$ cat config.mk
export PLATFORM = sky130hd
export DESIGN_NAME = mem_arbiter_flat
export DESIGN_NICKNAME = d
export VERILOG_FILES = /design/src/rtl/mem_arbiter_if.sv /design/src/rtl/mem_arbiter.sv /design/src/flat_wrapper.sv
export SDC_FILE = /design/constraint.sdc
export NUM_CORES = 1
export LEC_CHECK = 0
export CAP_MARGIN = 15
export CORE_AREA = 2 2 336 338
export CTS_CLUSTER_DIAMETER = 100
export CTS_CLUSTER_SIZE = 16
export DETAILED_ROUTE_END_ITERATION = 10
export DIE_AREA = 0 0 338 340
export GPL_TIMING_DRIVEN = 0
export MAX_ROUTING_LAYER = met4
export SLEW_MARGIN = 20
export SYNTH_ARGS = -nofsm -noshare
export SYNTH_HDL_FRONTEND = slang
export SYNTH_SLANG_ARGS = --single-unit
$ cat constraint.sdc
create_clock -name CLK -period 1.8 [get_ports CLK]
set_input_delay 0.36 -clock CLK [delete_from_list [all_inputs] [get_ports CLK]]
set_output_delay 0.36 -clock CLK [all_outputs]
set_load 0.005 [all_outputs]
$ cat src/rtl/mem_arbiter_if.sv
// rtl/mem_arbiter_if.sv - block memory READ/WRITE/BUSYWAIT handshake bundle
interface mem_arbiter_if #(
   parameter int ADDR_W = 28,
   parameter int DATA_W = 128
);
   logic              READ;
   logic              WRITE;
   logic [ADDR_W-1:0] ADDRESS;
   logic [DATA_W-1:0] WRITEDATA;
   logic [DATA_W-1:0] READDATA;
   logic              BUSYWAIT;

   // side that issues accesses (a cache, or the arbiter toward memory)
   modport master (
      output READ, WRITE, ADDRESS, WRITEDATA,
      input  READDATA, BUSYWAIT
   );

   // side that services accesses (memory, or the arbiter toward a cache)
   modport slave (
      input  READ, WRITE, ADDRESS, WRITEDATA,
      output READDATA, BUSYWAIT
   );
endinterface

$ cat src/rtl/mem_arbiter.sv
// rtl/mem_arbiter.sv - I/D cache arbiter onto one block memory; MEM_ARB_ROUND_ROBIN_EN selects round-robin over fixed D priority
module mem_arbiter #(
   parameter int ADDR_W = 28,
   parameter int DATA_W = 128
) (
   input  logic          CLK,
   input  logic          RESET_N,
   mem_arbiter_if.slave  I,
   mem_arbiter_if.slave  D,
   mem_arbiter_if.master MEM,
   output logic [1:0]    GRANT,
   output logic          ERR
);
   typedef enum logic [1:0] {IDLE, ACCESS, RESPOND} state_t;

   state_t            state;
   logic [1:0]        wait_cnt;
   logic              last_d;      // 1 when the last completed access belonged to D
   logic              mem_rd;
   logic              mem_wr;
   logic [ADDR_W-1:0] mem_addr;
   logic [DATA_W-1:0] mem_wdata;
   logic [DATA_W-1:0] i_rdata;
   logic [DATA_W-1:0] d_rdata;
   logic [1:0]        i_ill_cnt;
   logic [1:0]        d_ill_cnt;

   logic i_req, d_req, i_ill, d_ill, pick_i, pick_d;

   // a legal request has exactly one strobe; both strobes is an illegal request
   assign i_req = I.READ ^ I.WRITE;
   assign d_req = D.READ ^ D.WRITE;
   assign i_ill = I.READ & I.WRITE;
   assign d_ill = D.READ & D.WRITE;

`ifdef MEM_ARB_ROUND_ROBIN_EN
   // on a tie, D wins only if I was served last
   assign pick_d = d_req & (~i_req | ~last_d);
`else
   // D always wins a tie; the pointer is kept but plays no part in the choice
   assign pick_d = d_req;
   logic unused_last_d;
   assign unused_last_d = last_d;
`endif
   assign pick_i = i_req & ~pick_d;

   assign MEM.READ      = mem_rd;
   assign MEM.WRITE     = mem_wr;
   assign MEM.ADDRESS   = mem_addr;
   assign MEM.WRITEDATA = mem_wdata;
   assign I.READDATA    = i_rdata;
   assign D.READDATA    = d_rdata;

   // a requester stalls until the single RESPOND cycle of its own access
   assign I.BUSYWAIT = (I.READ | I.WRITE) & ~((state == RESPOND) & GRANT[0]);
   assign D.BUSYWAIT = (D.READ | D.WRITE) & ~((state == RESPOND) & GRANT[1]);

   // ERR fires on the first cycle of an illegal request and every 4th cycle it is held
   assign ERR = RESET_N & ((i_ill & (i_ill_cnt == 2'd0)) | (d_ill & (d_ill_cnt == 2'd0)));

   // per-port phase counters for the repeating illegal-request pulse
   always_ff @(posedge CLK or negedge RESET_N) begin
      if (!RESET_N) begin
         i_ill_cnt <= 2'd0;
         d_ill_cnt <= 2'd0;
      end else begin
         i_ill_cnt <= i_ill ? i_ill_cnt + 2'd1 : 2'd0;
         d_ill_cnt <= d_ill ? d_ill_cnt + 2'd1 : 2'd0;
      end
   end

   // access sequencer: latch winner, run the memory handshake, return data
   always_ff @(posedge CLK or negedge RESET_N) begin
      if (!RESET_N) begin
         state     <= IDLE;
         GRANT     <= 2'b00;
         wait_cnt  <= 2'd0;
         last_d    <= 1'b0;
         mem_rd    <= 1'b0;
         mem_wr    <= 1'b0;
         mem_addr  <= '0;
         mem_wdata <= '0;
         i_rdata   <= '0;
         d_rdata   <= '0;
      end else begin
         case (state)
            IDLE: begin
               wait_cnt <= 2'd0;
               if (pick_i | pick_d) begin
                  GRANT     <= {pick_d, pick_i};
                  mem_addr  <= pick_d ? D.ADDRESS   : I.ADDRESS;
                  mem_wdata <= pick_d ? D.WRITEDATA : I.WRITEDATA;
                  mem_rd    <= pick_d ? D.READ      : I.READ;
                  mem_wr    <= pick_d ? D.WRITE     : I.WRITE;
                  state     <= ACCESS;
               end
            end
            ACCESS: begin
               if (wait_cnt != 2'd3)
                  wait_cnt <= wait_cnt + 2'd1;
               // skip the first ACCESS cycle: memory busywait may still be rising then
               if ((wait_cnt != 2'd0) && !MEM.BUSYWAIT) begin
                  mem_rd <= 1'b0;
                  mem_wr <= 1'b0;
                  if (mem_rd) begin
                     if (GRANT[0]) i_rdata <= MEM.READDATA;
                     if (GRANT[1]) d_rdata <= MEM.READDATA;
                  end
                  state <= RESPOND;
               end
            end
            RESPOND: begin
               last_d <= GRANT[1];
               GRANT  <= 2'b00;
               state  <= IDLE;
            end
            default: begin
               GRANT  <= 2'b00;
               mem_rd <= 1'b0;
               mem_wr <= 1'b0;
               state  <= IDLE;
            end
         endcase
      end
   end
endmodule

$ cat src/flat_wrapper.sv
// flat-port wrapper written by rule: the top's interface ports become plain ports
module mem_arbiter_flat 
#(
   parameter int ADDR_W = 28,
   parameter int DATA_W = 128
)
  (CLK, RESET_N, GRANT, ERR, I_READ, I_WRITE, I_ADDRESS, I_WRITEDATA, I_READDATA, I_BUSYWAIT, D_READ, D_WRITE, D_ADDRESS, D_WRITEDATA, D_READDATA, D_BUSYWAIT, MEM_READ, MEM_WRITE, MEM_ADDRESS, MEM_WRITEDATA, MEM_READDATA, MEM_BUSYWAIT);
  mem_arbiter_if #(.ADDR_W(ADDR_W), .DATA_W(DATA_W)) I_i ();
  mem_arbiter_if #(.ADDR_W(ADDR_W), .DATA_W(DATA_W)) D_i ();
  mem_arbiter_if #(.ADDR_W(ADDR_W), .DATA_W(DATA_W)) MEM_i ();
  input  logic CLK;
  input  logic RESET_N;
  output logic [1:0] GRANT;
  output logic ERR;
  input wire logic [$bits(I_i.READ)-1:0] I_READ;
  input wire logic [$bits(I_i.WRITE)-1:0] I_WRITE;
  input wire logic [$bits(I_i.ADDRESS)-1:0] I_ADDRESS;
  input wire logic [$bits(I_i.WRITEDATA)-1:0] I_WRITEDATA;
  output wire logic [$bits(I_i.READDATA)-1:0] I_READDATA;
  output wire logic [$bits(I_i.BUSYWAIT)-1:0] I_BUSYWAIT;
  input wire logic [$bits(D_i.READ)-1:0] D_READ;
  input wire logic [$bits(D_i.WRITE)-1:0] D_WRITE;
  input wire logic [$bits(D_i.ADDRESS)-1:0] D_ADDRESS;
  input wire logic [$bits(D_i.WRITEDATA)-1:0] D_WRITEDATA;
  output wire logic [$bits(D_i.READDATA)-1:0] D_READDATA;
  output wire logic [$bits(D_i.BUSYWAIT)-1:0] D_BUSYWAIT;
  output wire logic [$bits(MEM_i.READ)-1:0] MEM_READ;
  output wire logic [$bits(MEM_i.WRITE)-1:0] MEM_WRITE;
  output wire logic [$bits(MEM_i.ADDRESS)-1:0] MEM_ADDRESS;
  output wire logic [$bits(MEM_i.WRITEDATA)-1:0] MEM_WRITEDATA;
  input wire logic [$bits(MEM_i.READDATA)-1:0] MEM_READDATA;
  input wire logic [$bits(MEM_i.BUSYWAIT)-1:0] MEM_BUSYWAIT;
  assign I_i.READ = I_READ;
  assign I_i.WRITE = I_WRITE;
  assign I_i.ADDRESS = I_ADDRESS;
  assign I_i.WRITEDATA = I_WRITEDATA;
  assign I_READDATA = I_i.READDATA;
  assign I_BUSYWAIT = I_i.BUSYWAIT;
  assign D_i.READ = D_READ;
  assign D_i.WRITE = D_WRITE;
  assign D_i.ADDRESS = D_ADDRESS;
  assign D_i.WRITEDATA = D_WRITEDATA;
  assign D_READDATA = D_i.READDATA;
  assign D_BUSYWAIT = D_i.BUSYWAIT;
  assign MEM_READ = MEM_i.READ;
  assign MEM_WRITE = MEM_i.WRITE;
  assign MEM_ADDRESS = MEM_i.ADDRESS;
  assign MEM_WRITEDATA = MEM_i.WRITEDATA;
  assign MEM_i.READDATA = MEM_READDATA;
  assign MEM_i.BUSYWAIT = MEM_BUSYWAIT;
  mem_arbiter #(.ADDR_W(ADDR_W), .DATA_W(DATA_W)) u_core (.CLK(CLK), .RESET_N(RESET_N), .I(I_i), .D(D_i), .MEM(MEM_i), .GRANT(GRANT), .ERR(ERR));
endmodule
# Word level (Yosys, flattened, before mapping)
# Index checks and enable logic that the tools add are counted.
# totals
register_bits	424
out_inout_bits	419
in_bits	447
elab_cells	73
# op_classes
add_sub_neg	3
eq_ne	6
n_reduce_logical	14
n_bitwise	21
n_mux	18
# ops
op	n
$mux 128	1
$mux 28	1
$mux 2	6
$pmux 2 s2	3
$and 1x1->1	10
$reduce_and 2->1	4
$reduce_and 4->1	2
$add 2x1->2 const B	3
$logic_not 2->1	3
$ne 2x1->1 const B	3
$pmux 1 s3	2
$mux 1	5
$not 1->1	5
$or 1x1->1	4
$reduce_bool 2->1	2
$reduce_and 3->1	1
$eq 2x1->1 const B	1
$eq 2x2->1 const B	1
$ne 2x2->1 const B	1
$xor 1x1->1	2
$logic_and 1x1->1	1
$logic_not 1->1	1

# Longest topological paths before layout
# logic_depth
word_depth	6
depth_mapped	9
ltp_nobuf	5

# Worst setup path after synthesis
# Ideal clock, no wire load.
# synth_path
path_kind	input to register
startpoint	input D_WRITE
endpoint	register u_core.mem_wdata[119] (netlist: u_core.MEM.WRITEDATA[119])
path_slack_ns	-0.086
n_path_buf	4
arrival_time_ns	1.757
setup_ns	0.129
required_ns	1.671
path_stages	9
cell_sequence	inv_1 ha_1 buf_2 o21bai_2 nand2b_1 buf_2 buf_6 buf_2 o21ai_0
# synth_via
elab_chain_len	5
elab_cells_between_ends	6
classes_between	1 x mux; 4 x bitwise; 1 x reduce/logical
# synth_lines
element	line_no	source
start, declared	flat_wrapper.sv:22	input wire logic [$bits(D_i.WRITE)-1:0] D_WRITE;
$xor 1x1->1 *	mem_arbiter.sv:32	assign d_req = D.READ ^ D.WRITE;
$not 1->1	mem_arbiter.sv:45	assign pick_i = i_req & ~pick_d;
$and 1x1->1	mem_arbiter.sv:45	
$or 1x1->1	mem_arbiter.sv:89	if (pick_i | pick_d) begin
$reduce_and 2->1 (no line)	-	
end signal, assigned	mem_arbiter.sv:92	mem_wdata <= pick_d ? D.WRITEDATA : I.WRITEDATA;
end, declared	mem_arbiter.sv:22	logic [DATA_W-1:0] mem_wdata;
# Mark *: on every way between the ends. The rest lies on a longest branch, timed or not.
# A chain may end at the register's enable or synchronous reset.

# Worst setup path in the final report
# layout_path
startpoint	register u_core.state[0]
endpoint	output I_BUSYWAIT
# layout_via
elab_chain_len	4
# layout_lines
element	line_no	source
start, declared	mem_arbiter.sv:16	state_t state;
start signal, assigned	mem_arbiter.sv:75	state <= IDLE;
start signal, assigned	mem_arbiter.sv:95	state <= ACCESS;
start signal, assigned	mem_arbiter.sv:109	state <= RESPOND;
$eq 2x2->1	mem_arbiter.sv:55	assign I.BUSYWAIT = (I.READ | I.WRITE) & ~((state == RESPOND) & GRANT[0]);
$and 1x1->1	mem_arbiter.sv:55	
$not 1->1	mem_arbiter.sv:55	
$and 1x1->1	mem_arbiter.sv:55	
end, declared	flat_wrapper.sv:20	output wire logic [$bits(I_i.BUSYWAIT)-1:0] I_BUSYWAIT;
# No other way between the ends.

==> flow_summary.toml <==
[drt]
ant_nets = 0
viasPerCell = 3.869
routed_wl_microns = 87620
drt_iter0_drc = 639
firstDrtPassIters = 4
drc = 0
wl_per_cell_microns = 23.37
route.vias.total = 14510

[place]
io_buffers = 865
dp_hpwl_microns = 70360
gp_congestion = 0.9030
placed_cell_area_sq_mm = 0.02934

[flow_run]
drv_cap = 0

[logic_synthesis]
ys_types = 27
ys_top_cells_by_count = "dfrtp_1 (424), o21ai_0 (314), mux2_4 (200), mux2i_1 (158), clkbuf_1 (60)"
yosysTopAreaCellShare_pct = 57.12
syn-num-nets = 1760
synth_most_common_cell = "dfrtp_1"
syn_inst = 1305
yosysTopAreaCell = "dfrtp_1"
async_flop_share_pct = 100.0
yosysWarnings = 0
ys_ff_latch = 424
synthTopCellsByArea = "dfrtp_1 (57%), mux2_4 (16%), mux2i_1 (8.5%)"
ys_seq_area_share_pct = 57.12
synth_area_sq_mm = 0.01858
syn_area_per_cell_sq_um = 14.23
synth_edf_count = 0
synth_ff_type = "dfrtp_1"

[min_path]
hold_class = "in2async"

[timing]
min_period_ns = 2.142
timing.fmax_mhz = 466.8
slew_headroom_pct = 39.00
fin_crit_sh_pct = 119.0
worst_slack_ns = -0.3421
skew_ns = 0.01559
setup_viol = 783
rsz0062_at_grt = "true"
finalHoldViolations = 0
final_max_slew_viol_count = 0
tightest_slew_ns = 0.9121

[setup_path]
path_class = "reg2out"
crit_path_max_fanout = 2
critPathMaxStageDelay_ns = 0.39
arrival_ns = 1.78
start_kind = "flip-flop"
setup.worst_path.end_class = "primary output"
cp_slowest_cell = "dfrtp_1"
ff2ff_path_depth = 8
crit_required_ns = 1.44
cpMostUsedCell = "clkbuf_16"
regToRegStartpoint = "u_core.state[0]$_DFFE_PN0P_"
crit_chain = "buf_8 > clkbuf_16 > clkbuf_16 > nor2b_4 > a21oi_2 > buf_2"
critical_path.startpoint = "u_core.state[0]$_DFFE_PN0P_"

[layout]
final_nets = 2698
drive_gt1_share_pct = 19.32
fin_util_pct = 27.97
final_cell_area_sq_mm = 0.03121
syn2layout_area_growth_pct = 68.03

[clock_tree]
clk_pin_slew_ns = 0.08
htree_levels = 1
clock_sinks = 424
cts_tree = "done"
root_buffer = "clkbuf_16"
clk_path_buf_depth = 3
cts_made_buffers = 31
insertion_delay_ns = 0.61

[power]
vdd_drop_max_v = 0.0006282
switchingPower_uw = 15190
clkPwrFrac_pct = 14.8
power.total_uw = 46820
p_per_area_mw_per_mm2 = 1500
seq_power_share_pct = 36.2
cellLeakagePower_uw = 0.01304
switching_share_pct = 32.44
share_comb_of_total_power_pct = 49.1
p_int_uw = 31630

[die]
row_count = 123
die_area_sq_mm = 0.1149
start_util_pct = 16.65
fp.dieH_microns = 340
ios = 866
fp.dieW_microns = 338
core_area_sq_mm = 0.1116

[global_route]
grt_max_degree = 93
antenna_found_initial = 15
grt.overflow.total = 0
grt_pass1_vias = 15170
grt_pass1_wl_microns = 119000
grt_usage_pct = 14.93

[outcome]
status = "complete, but fails checks"
violations = "negative setup slack"
## cell usage in the layout, fill, tap and decap left out, drive strengths merged
cell type	count
a21oi	5
a22oi	2
and2	2
and3	2
buf	71
bufbuf	3
bufinv	2
clkbuf	95
clkdlybuf4s15	11
clkdlybuf4s50	847
clkinv	1
dfrtp	424
diode	3
dlygate4sd2	3
dlygate4sd3	6
ha	8
inv	12
mux2	256
mux2i	158
nand2	3
nand2b	2
nand3	2
nor2	2
nor2b	6
nor3	2
nor4b	1
o211ai	4
o21ai	315
o21bai	1
## worst max-delay path, delay by kind of cell, from the launching register on
family	cells	cell delay [ns]
simple gates	1	0.13
compound gates	1	0.08
buf+inv	4	0.57
flops	1	0.39
## flip-flops by register name, summed over array words and instances, names as in the netlist
name                  flops
u_core.MEM.WRITE          1
u_core.wait_cnt           2
u_core.MEM.ADDRESS       28
u_core.GRANT              2
u_core.d_ill_cnt          2
u_core.i_ill_cnt          2
u_core.D.READDATA       128
u_core.I.READDATA       128
u_core.state              2
u_core.MEM.WRITEDATA    128
u_core.MEM.READ           1
## per-stage QoR
| stage | cells | setup slack [ns] | setup TNS (ns) | hold slack [ns] |
|---|---|---|---|---|
| floorplan | 1305 | -0.03995 | -9.030 | 0.06441 |
| global placement | 3670 | -19.48 | -8603.81 | 0.4188 |
| detailed placement | 3675 | -1.745 | -380.97 | 0.2136 |
| CTS | 3743 | -0.4054 | -132.23 | 0.03658 |
| global route | 3747 | -0.4250 | -160.39 | 0.06523 |
| finish | 3749 | -0.3421 | -101.38 | 0.06837 |
## routing by layer
| metal | vias to the layer above | routed length (microns) | GRT usage (%) |
|---|---|---|---|
| li1 | 6554 | - | - |
| met1 | 7226 | 35230 | 17.62 |
| met2 | 636 | 44900 | 26.66 |
| met3 | 89 | 5656 | 2.319 |
| met4 | 0 | 1833 | 3.037 |
| met5 | - | 0 | - |
## worst paths after layout
| kind | endpoint | slack [ns] |
|---|---|---|
| worst min-delay path | u_core.D.READDATA[46]$_DFFE_PN0P_ | 0.07 |
| max in group asynchronous | u_core.MEM.ADDRESS[26]$_DFFE_PN0P_ | 0.15 |
| worst min register to register | u_core.d_ill_cnt[0]$_DFF_PN0_ | 0.43 |
| worst max register to register | u_core.I.READDATA[7]$_DFFE_PN0P_ | -0.33 |
| worst max-delay path | I_BUSYWAIT | -0.34 |
| min in group CLK | u_core.MEM.READ$_DFFE_PN0P_ | 0.30 |
## repair_timing
| action | CTS | global route |
|---|---|---|
| hold buffers | 11 | 0 |
| gates cloned | 6 | 3 |
| pin swaps | 6 | 2 |
| hold endpoints to repair | 193 | 0 |
| gates resized for setup | 159 | 1 |
| setup endpoints to repair | 836 | 821 |
| buffers inserted | 15 | 0 |
## cell type report
class / count / area (sq um)
flip-flops and latches: 424 / 10610
inverters: 11 / 41.29
multi-input cells: 771 / 7340
plain buffers: 99 / 1062
repair buffers: 905 / 9405
fillers: 11510 / 80360
clock buffers: 32 / 789.5
diodes: 3 / 7.507
well taps: 1500 / 1877
clock inverters: 4 / 77.57
## logic make-up (layout without fill, tap and decap cells)
family	after synthesis	after routing	share of synthesized area [%]
muxes	414	414	28.07
adders and majority gates	8	8	0.5389
and+or+nand+nor	22	22	0.7948
other	0	3	0
DFF	424	424	57.12
AOI/OAI and AO/OA	327	327	8.925
buffers and inverters	110	1051	4.547
## power groups by stage
stage / Clock (uW) / Combinational [uW] / Sequential, uW
after floorplan: 0 / 7400 / 17000
after global placement: 0 / 22200 / 17000
after detailed placement: 0 / 22400 / 17100
after CTS: 7210 / 23400 / 16900
after global routing: 7450 / 24600 / 17500
final: 6920 / 23000 / 16900
No activity file was read; power rests on OpenSTA's default activity.
